`config.mk`:
```
export PLATFORM = sky130hd
export DESIGN_NAME = instr_fetch
export DESIGN_NICKNAME = d
export VERILOG_FILES = /design/src/rtl/fetch_pkg.sv /design/src/rtl/fetch_fifo.sv /design/src/rtl/instr_fetch.sv
export SDC_FILE = /design/constraint.sdc
export NUM_CORES = 1
export LEC_CHECK = 0
export CAP_MARGIN = 20
export CORE_ASPECT_RATIO = 0.6
export CORE_MARGIN = 4
export CORE_UTILIZATION = 50
export DETAILED_ROUTE_END_ITERATION = 10
export GPL_TIMING_DRIVEN = 0
export PLACE_DENSITY = 0.82
export SYNTH_ARGS = -nofsm -noshare
export SYNTH_HDL_FRONTEND = slang
export SYNTH_SLANG_ARGS = --single-unit
```
`constraint.sdc`:
```
create_clock -name clk_i -period 9.2 [get_ports clk_i]
set_input_delay 1.84 -clock clk_i [delete_from_list [all_inputs] [get_ports clk_i]]
set_output_delay 1.84 -clock clk_i [all_outputs]
set_load 0.05 [all_outputs]
```
`src/rtl/fetch_pkg.sv`:
```
// Shared types and defaults for the instruction-fetch block.
// Holds the default memory address width and buffer depth, plus the
// packed {instr, pc} entry carried through the fetch output buffer.
package fetch_pkg;

    // Default instruction-memory word-address width.
    localparam int IMEM_AW_DEF = 10;

    // Default number of output-buffer entries (power of two, >= 2).
    localparam int DEPTH_DEF = 2;

    // One fetched instruction together with the PC it was fetched from.
    typedef struct packed {
        logic [31:0] instr;
        logic [31:0] pc;
    } fetch_entry_t;

    localparam fetch_entry_t ENTRY_ZERO = '0;

endpackage : fetch_pkg

```
`src/rtl/fetch_fifo.sv`:
```
// Purpose : FIFO-ordered output buffer of fetch_entry_t, head presented combinationally.
// Latency : a pushed entry is visible on head_o one edge later; a pop advances the head at the edge.
// Backpr. : no internal stall; the caller must not push when full (fetch control guarantees it).
//
// Ports:
//   clk_i, rstn_i        clock, synchronous active-low reset (clears pointers, count and storage)
//   push_i, push_dat_i   write an entry at the tail
//   pop_i                drop the head entry (ignored while empty)
//   flush_i              empty the buffer at the next edge; push/pop ignored that cycle
//   head_o               head entry, zero while empty
//   full_o, empty_o      occupancy flags
//   count_o              occupancy, 0..DEPTH
module fetch_fifo
    import fetch_pkg::*;
#(
    parameter int DEPTH = DEPTH_DEF
) (
    input  logic                     clk_i,
    input  logic                     rstn_i,
    input  logic                     push_i,
    input  fetch_entry_t             push_dat_i,
    input  logic                     pop_i,
    input  logic                     flush_i,
    output fetch_entry_t             head_o,
    output logic                     full_o,
    output logic                     empty_o,
    output logic [$clog2(DEPTH):0]   count_o
);

    localparam int PW = $clog2(DEPTH);
    localparam int CW = PW + 1;
    localparam logic [CW-1:0] DEPTH_L = CW'(DEPTH);

    fetch_entry_t  r_mem [DEPTH];
    logic [PW-1:0] r_head;
    logic [PW-1:0] r_tail;
    logic [CW-1:0] r_count;

    logic          w_pop;

    // A pop on an empty buffer is meaningless; drop it so the count cannot underflow.
    assign w_pop = pop_i & (r_count != '0);

    always_ff @(posedge clk_i) begin
        if (!rstn_i) begin
            r_head  <= '0;
            r_tail  <= '0;
            r_count <= '0;
            for (int i = 0; i < DEPTH; i++) begin
                r_mem[i] <= ENTRY_ZERO;
            end
        end else if (flush_i) begin
            // Storage contents are left as-is; an empty buffer never exposes them.
            r_head  <= '0;
            r_tail  <= '0;
            r_count <= '0;
        end else begin
            if (push_i) begin
                r_mem[r_tail] <= push_dat_i;
                r_tail        <= r_tail + PW'(1);
            end
            if (w_pop) begin
                r_head <= r_head + PW'(1);
            end
            // Push and pop together leave the occupancy unchanged.
            case ({push_i, w_pop})
                2'b10:   r_count <= r_count + CW'(1);
                2'b01:   r_count <= r_count - CW'(1);
                default: r_count <= r_count;
            endcase
        end
    end

    assign empty_o = (r_count == '0);
    assign full_o  = (r_count == DEPTH_L);
    assign count_o = r_count;
    assign head_o  = empty_o ? ENTRY_ZERO : r_mem[r_head];

endmodule : fetch_fifo

```
`src/rtl/instr_fetch.sv`:
```
// Purpose : Instruction fetch: issues one memory read per cycle while there is room, buffers results.
// Latency : issue to instr_valid_o is two edges with an empty buffer; one instruction per cycle sustained.
// Backpr. : issue stalls once buffered + in-flight entries would exceed DEPTH after this cycle's pop.
//
// Ports:
//   clk_i, rstn_i          clock, synchronous active-low reset
//   pc_i / pc_en_o         program-counter value and its increment enable (= issue)
//   imem_req_o/addr_o      memory read strobe and word address (pc_i truncated, wraps silently)
//   imem_rdata_i           read data, valid one cycle after imem_req_o
//   flush_i                drop buffered entries and kill the in-flight read
//   instr_valid_o/ready_i  downstream handshake
//   instr_o, instr_pc_o    head instruction and the pc_i value it was fetched at (0 when not valid)
module instr_fetch
    import fetch_pkg::*;
#(
    parameter int IMEM_AW = IMEM_AW_DEF,
    parameter int DEPTH   = DEPTH_DEF
) (
    input  logic               clk_i,
    input  logic               rstn_i,
    input  logic [31:0]        pc_i,
    output logic               pc_en_o,
    output logic               imem_req_o,
    output logic [IMEM_AW-1:0] imem_addr_o,
    input  logic [31:0]        imem_rdata_i,
    input  logic               flush_i,
    output logic               instr_valid_o,
    input  logic               instr_ready_i,
    output logic [31:0]        instr_o,
    output logic [31:0]        instr_pc_o
);

    localparam int CW = $clog2(DEPTH) + 1;
    localparam logic [CW:0] DEPTH_L = (CW + 1)'(DEPTH);

    // In-flight read tracking: set in the cycle after an issue.
    logic          r_inflight;
    logic [31:0]   r_inflight_pc;

    logic          w_pop;
    logic          w_issue;
    logic          w_push;
    logic          w_room;
    logic          w_full;
    logic          w_empty;
    logic [CW-1:0] w_count;
    logic [CW:0]   w_level;
    fetch_entry_t  w_push_dat;
    fetch_entry_t  w_head;

    // Downstream handshake. Valid is gated by reset so nothing is presented
    // even in the first reset cycle, before the buffer has been cleared.
    assign instr_valid_o = rstn_i & ~w_empty;
    assign w_pop         = instr_valid_o & instr_ready_i;
    assign instr_o       = instr_valid_o ? w_head.instr : 32'd0;
    assign instr_pc_o    = instr_valid_o ? w_head.pc    : 32'd0;

    // Entries committed for next cycle if nothing new is issued. A pop only
    // happens with occupancy > 0, so this never underflows.
    assign w_level = {1'b0, w_count}
                   + {{CW{1'b0}}, r_inflight}
                   - {{CW{1'b0}}, w_pop};

    // When full nothing can be in flight, so only a pop frees a slot.
    assign w_room  = w_full ? w_pop : (w_level < DEPTH_L);

    assign w_issue     = rstn_i & ~flush_i & w_room;
    assign pc_en_o     = w_issue;
    assign imem_req_o  = w_issue;
    assign imem_addr_o = pc_i[IMEM_AW-1:0];

    // Returning data is pushed the cycle after its issue; a flush in that
    // cycle kills it (the buffer also ignores pushes during flush).
    assign w_push           = r_inflight & ~flush_i;
    assign w_push_dat.instr = imem_rdata_i;
    assign w_push_dat.pc    = r_inflight_pc;

    always_ff @(posedge clk_i) begin
        if (!rstn_i) begin
            r_inflight    <= 1'b0;
            r_inflight_pc <= 32'd0;
        end else begin
            r_inflight <= w_issue;
            if (w_issue) begin
                r_inflight_pc <= pc_i;
            end
        end
    end

    fetch_fifo #(
        .DEPTH      (DEPTH)
    ) u_fifo (
        .clk_i      (clk_i),
        .rstn_i     (rstn_i),
        .push_i     (w_push),
        .push_dat_i (w_push_dat),
        .pop_i      (w_pop),
        .flush_i    (flush_i),
        .head_o     (w_head),
        .full_o     (w_full),
        .empty_o    (w_empty),
        .count_o    (w_count)
    );

endmodule : instr_fetch

```
# == Word-level counts from Yosys, hierarchy flattened ==
# Memories as Yosys holds them, arrays and structs flattened. A register that Yosys moved wholly into a read port is not among the register bits.
# Index checks and enable logic that the tools add are counted.
# totals
reg_bits,37
ramBits,128
inputBits,68
out_inout_bits,77
elab_cells,45
mem_count,1
# mem_list
memory,depth,width,read_ports,rd_ports_with_merged_regs,wr,line_no,rtl
u_fifo.r_mem,2,64,1,1,2,fetch_fifo.sv:34,fetch_entry_t r_mem [DEPTH];
# op_classes
n_addsub,6
order_cmp,1
n_eq_ne,3
mux,15
bitwise_logic,9
reduce_logical,5
# op_table
cell,count
$mux W64,2
$mux W32,2
$reduce_or A64 Y1,1
$mux W1,10
$and A1 B1 Y1,6
$eq A2 B2 Y1 const B,2
$pmux W2 S2,1
$reduce_bool A2 Y1,2
$add A2 B1 Y3,1
$lt A3 B2 Y1 const B,1
$not A1 Y1,3
$sub A3 B1 Y3,1
$add A1 B1 Y1 const B,2
$add A2 B1 Y2 const B,1
$eq A2 B1 Y1 const B,1
$logic_not A2 Y1,1
$reduce_or A2 Y1,1
$sub A2 B1 Y2 const B,1

# == Longest topological paths before layout ==
# Gate-level depths: netlist of run 1.
# depth
ltp_word,8
mapped_depth,13
ltp_nobuf,10

# == Cells and area by module ==
# From an unflattened synthesis of run 1, not the netlist that was laid out.
# unflattened
cells_unflattened,691
hier_area_um2,7945.1
# modules_own_cells
mod,instances,cells_each,area_each_um2,seq_area_each_um2
fetch_fifo,1,455,5974.5,3943.8
instr_fetch,1,236,1970.6,660.6

# == Least setup slack after synthesis of run 1 ==
# No wires, ideal clock.
# synth_path
path_kind,input to register
from,input port rstn_i
to,memory u_fifo.r_mem[1][0] (netlist name) (enable)
setup_ns,0.574
arrival_ns,6.607
required_time_ns,8.626
slack_ns,2.019
path_stages,3
path_buffers,1
cell_sequence,buf_2 -> nand2_1 -> o21ai_0
# synth_rtl
element,line_no,rtl
"start, declared",instr_fetch.sv:20,"input logic rstn_i,"
"end, declared",fetch_fifo.sv:34,

# == Worst setup path after layout of run 1 ==
# layout_path
from,input port rstn_i
to,output port pc_en_o
# layout_via
elab_chain_len,6
word_cells_on_any_way,7
classes_between,add/sub (1); order compare (1); mux (1); bitwise (4)
# layout_lines
element,line_no,rtl
$and A1 B1 Y1,instr_fetch.sv:53,assign instr_valid_o = rstn_i & ~w_empty;
$and A1 B1 Y1,instr_fetch.sv:54,assign w_pop = instr_valid_o & instr_ready_i;
$sub A3 B1 Y3,instr_fetch.sv:62,"- {{CW{1'b0}}, w_pop};"
$lt A3 B2 Y1,instr_fetch.sv:65,assign w_room = w_full ? w_pop : (w_level < DEPTH_L);
$mux W1,instr_fetch.sv:65,
$and A1 B1 Y1 (*),instr_fetch.sv:67,assign w_issue = rstn_i & ~flush_i & w_room;
"end, declared",instr_fetch.sv:22,"output logic pc_en_o,"
# Mark *: on every way between the ends. The rest lies on a longest branch, timed or not.

==> results of run 1 <==
## layout make-up
type / count / share of cell area [%]
Sequential cell: 166 / 46.72
Multi-Input combinational cell: 385 / 25.36
Timing Repair Buffer: 148 / 15.59
Clock buffer: 17 / 4.317
Buffer: 51 / 3.377
Tap cell: 198 / 2.514
Clock inverter: 15 / 2.044
Inverter: 2 / 0.07618
## power breakdown
part	switching, mW	internal, mW
clock network	0.300	0.457
registers	0.0154	0.843
logic	0.0766	0.0645
## worst paths after layout
check	from	endpoint	slack (ps)	cells past startpoint
max	rstn_i	pc_en_o	1550	15
min	r_inflight_pc[12]$_SDFFE_PN0P_	r_inflight_pc[12]$_SDFFE_PN0P_	470	2
max reg2reg	u_fifo.count_o[1]$_SDFFE_PN0P_	r_inflight_pc[30]$_SDFFE_PN0P_	6100	11
min reg2reg	r_inflight_pc[12]$_SDFFE_PN0P_	r_inflight_pc[12]$_SDFFE_PN0P_	470	2
## cell usage in the layout (no fill, tap or decap), types with 3 or more instances in the layout
cell,netlist,layout
bufinv_16,0,4
buf_6,7,7
o21ai_2,29,29
buf_1,7,7
dfxtp_1,38,38
buf_2,11,11
nand3_1,32,32
o21ai_1,4,4
edfxtp_1,128,128
xnor2_1,3,3
clkdlybuf4s50_1,0,144
clkbuf_16,0,17
clkbuf_1,12,12
nand2_1,34,34
nor2_1,69,69
buf_4,11,11
buf_8,3,3
inv_6,0,4
mux2i_1,64,64
and2_1,133,133
## critical path, stage by stage
cell and delay, ps:
clkdlybuf4s50_1 520, buf_2 240, o21ai_1 120, inv_1 120
and2_1 140, ha_1 220, nand2b_1 160, fa_1 500
nor2b_1 170, a2bb2oi_2 340, and2_1 200, buf_6 140
buf_8 160, buf_4 120, clkdlybuf4s50_1 780
## cells by family (layout without fill, tap and decap cells)
logic type | after synthesis | in the layout | synth area share, %
compound gates | 39 | 39 | 4.282
fa+ha+maj | 3 | 3 | 0.6069
mux | 64 | 64 | 8.633
flops | 166 | 166 | 62.05
simple gates | 275 | 275 | 19.37
xor+xnor | 4 | 4 | 0.4722
buf+inv | 53 | 233 | 4.586
## metal layers
metal,global-route usage [%],share of wire (%)
met2,33.33,47
met5,0,0.070
met4,6.581,1.4
met1,28.35,45
met3,5.844,7.1
## through the flow
step | utilization [%] | cell area [um2] | hold slack (ps) | power [mW] | instances
2_1_floorplan | - | 7421 | 432.2 | 0.9502 | 604
3_3_place_gp | 62.80 | 9110 | 449.2 | 1.009 | 946
3_5_place_dp | 63.61 | 9228 | 454.9 | 1.015 | 950
4_1_cts | 67.93 | 9854 | 469.3 | 1.763 | 982
5_1_grt | 67.93 | 9854 | 485.1 | 1.808 | 982
6_report | 67.93 | 9854 | 467.9 | 1.756 | 982
## flip-flops by register name, indices dropped and copies added (netlist names), named ones only
| signal | cells |
|---|---|
| r_inflight | 1 |
| r_inflight_pc | 32 |
| u_fifo.count_o | 2 |
| u_fifo.r_head | 1 |
| u_fifo.r_mem | 128 |
| u_fifo.r_tail | 1 |
==> results.md, run 1 <==
- Layout cells sized above 1: a little over an eighth
- Initial antenna violation count: 1
- DRT Pass-1 Iters: 4
- # fillers: 1037
- Max clock buf depth: 2
- PortBufs: between 100 and 150
- Unrepaired setup endpoints after global routing: false
- WL final: 17140 um
- Vias in the first global route: about 5300
- Hold crit path type: reg -> reg
- Total grt overflow: 0
- Final hold vios: 0
- WS Path Type: in -> out
- Pwr Density: between 150 and 200 mW/mm2
- Yosys warns: 0
- RePlAce Congestion: just under 0.8
- Gate Count Post-Synth: between 600 and 700
- Final setup fails: 0
- Chip width: 165.3 um
- Asr flop ratio synth: 0%
- Drt initial violations: 397
- Post-CTS sizing: 0
- CP required: 7360 ps
- Detail Route Antenna Nets: 0
- Period utilization: between 80% and 90%
- CORE AREA: between 0.01 and 0.015 mm2
- Fmax: roughly 0.13 GHz
- Clk root buf: clkbuf_16
- Yosys top cell area share: between 50% and 60%
- Setup Skew: between 7 and 8 ps
- PnR worst setup slack: 1553 ps
- Row count: 34
- Setup Fix Bufs, Post-CTS: 0
- Worst Tran Pin Value: about 930 ps
- CP Max Fanout: 11
- CTS tree: yes
- Setup TNS: 0 ps
- Number of synthesized flops with an enable pin: 128
- Yosys reg bits: between 150 and 200
- Distinct cells, synth: 30
- Commonest cells post-synth: and2_1 (133), edfxtp_1 (128), nor2_1 (69)
- Clk sink count: between 150 and 200
- Pin count of the biggest net entering global routing: 27
- Die area: 0.01692 mm2
- Syn Nets: between 600 and 700
- IO Pins: ~150
- GRT Total Usage: 20.98%
- Clk pin slew, worst setup/hold paths: ~60 ps
- Diode count: 0
- Final Max Slew Viols: 0
- Clk_lat worst skew: about 430 ps
- Top_reg_cell synth: edfxtp_1
- Routed length per placed instance: roughly 17 um
- Avg Inst Size Synth: 12.29 um2
- Post-place setup slack: around 1600 ps
- Die height: just over 100 um
- Vias per inst: approximately 5
- Register Area: around 0.0046 mm2
- Initial core utilization: between 50% and 60%
- Peak VDD IR: between 0.1 and 0.15 mV
- Worst slew margin relative to its limit: about 38%
- CTS Buf Count: 17
- Footprint of the multi-input gates: roughly 0.0025 mm2
- Layout Nets: 842
- DP Wirelength: 12050 um
- Max Cap Viol: 0
- Status: finished, final reports clean
- H-tree depth: 4
- Startpoint Class: input pin
- Worst setup EP type: output port
- Number of remaining DRC errors: 0
- Area grow syn2layout: 32.79%
- Post-layout minimum cycle time: 7647 ps
- Via Count: 5049
- Post-synthesis sequential area ratio: approximately 62%
- Post-cts hold buffer count: 0
- Leak pwr: ~3.5 nW
- Crit path DAT: around 5800 ps
- First-pass GRT wire length: between 20000 and 30000 um
- Post-synth top area cell: edfxtp_1
- Cell Area, Synth: between 0.007 and 0.008 mm2
- Most frequent cell after synthesis: and2_1
- Dominant cells by area after synthesis: edfxtp_1 (52%), and2_1 (11%), dfxtp_1 (10%)
Power figures use the tool's default switching activity.
==> run 2: changes to the inputs <==
==> constraint.sdc (replaced) <==
create_clock -name clk_i -period 7.15 [get_ports clk_i]
set_input_delay 1.43 -clock clk_i [delete_from_list [all_inputs] [get_ports clk_i]]
set_output_delay 1.43 -clock clk_i [all_outputs]
set_load 0.05 [all_outputs]
==> results of run 2 <==
Same layout as run 1 (identical final DEF). Status: finished, final reports clean.
Main changes from that run: setup slack after placement 1567 ps -> 337.2 ps; setup slack after layout 1553 ps -> 323.0 ps; register-to-register setup slack 6100 ps -> 4050 ps; total power 1.756 mW -> 2.260 mW; worst IR drop on VDD 0.1111 mV -> 0.1429 mV
==> run 3: changes to the inputs <==
--- a/config.mk
+++ b/config.mk
@@ -12,6 +12,8 @@
 export DETAILED_ROUTE_END_ITERATION = 10
 export GPL_TIMING_DRIVEN = 0
 export PLACE_DENSITY = 0.82
+export SKIP_CTS_REPAIR_TIMING = 1
+export SLEW_MARGIN = 0
 export SYNTH_ARGS = -nofsm -noshare
 export SYNTH_HDL_FRONTEND = slang
 export SYNTH_SLANG_ARGS = --single-unit
==> results of run 3 <==
Same layout as run 1 (identical final DEF). Status: finished, final reports clean.
Main changes from that run: setup slack after placement 1567 ps -> 337.2 ps; setup slack after layout 1553 ps -> 323.0 ps; register-to-register setup slack 6100 ps -> 4050 ps; total power 1.756 mW -> 2.260 mW; worst IR drop on VDD 0.1111 mV -> 0.1429 mV
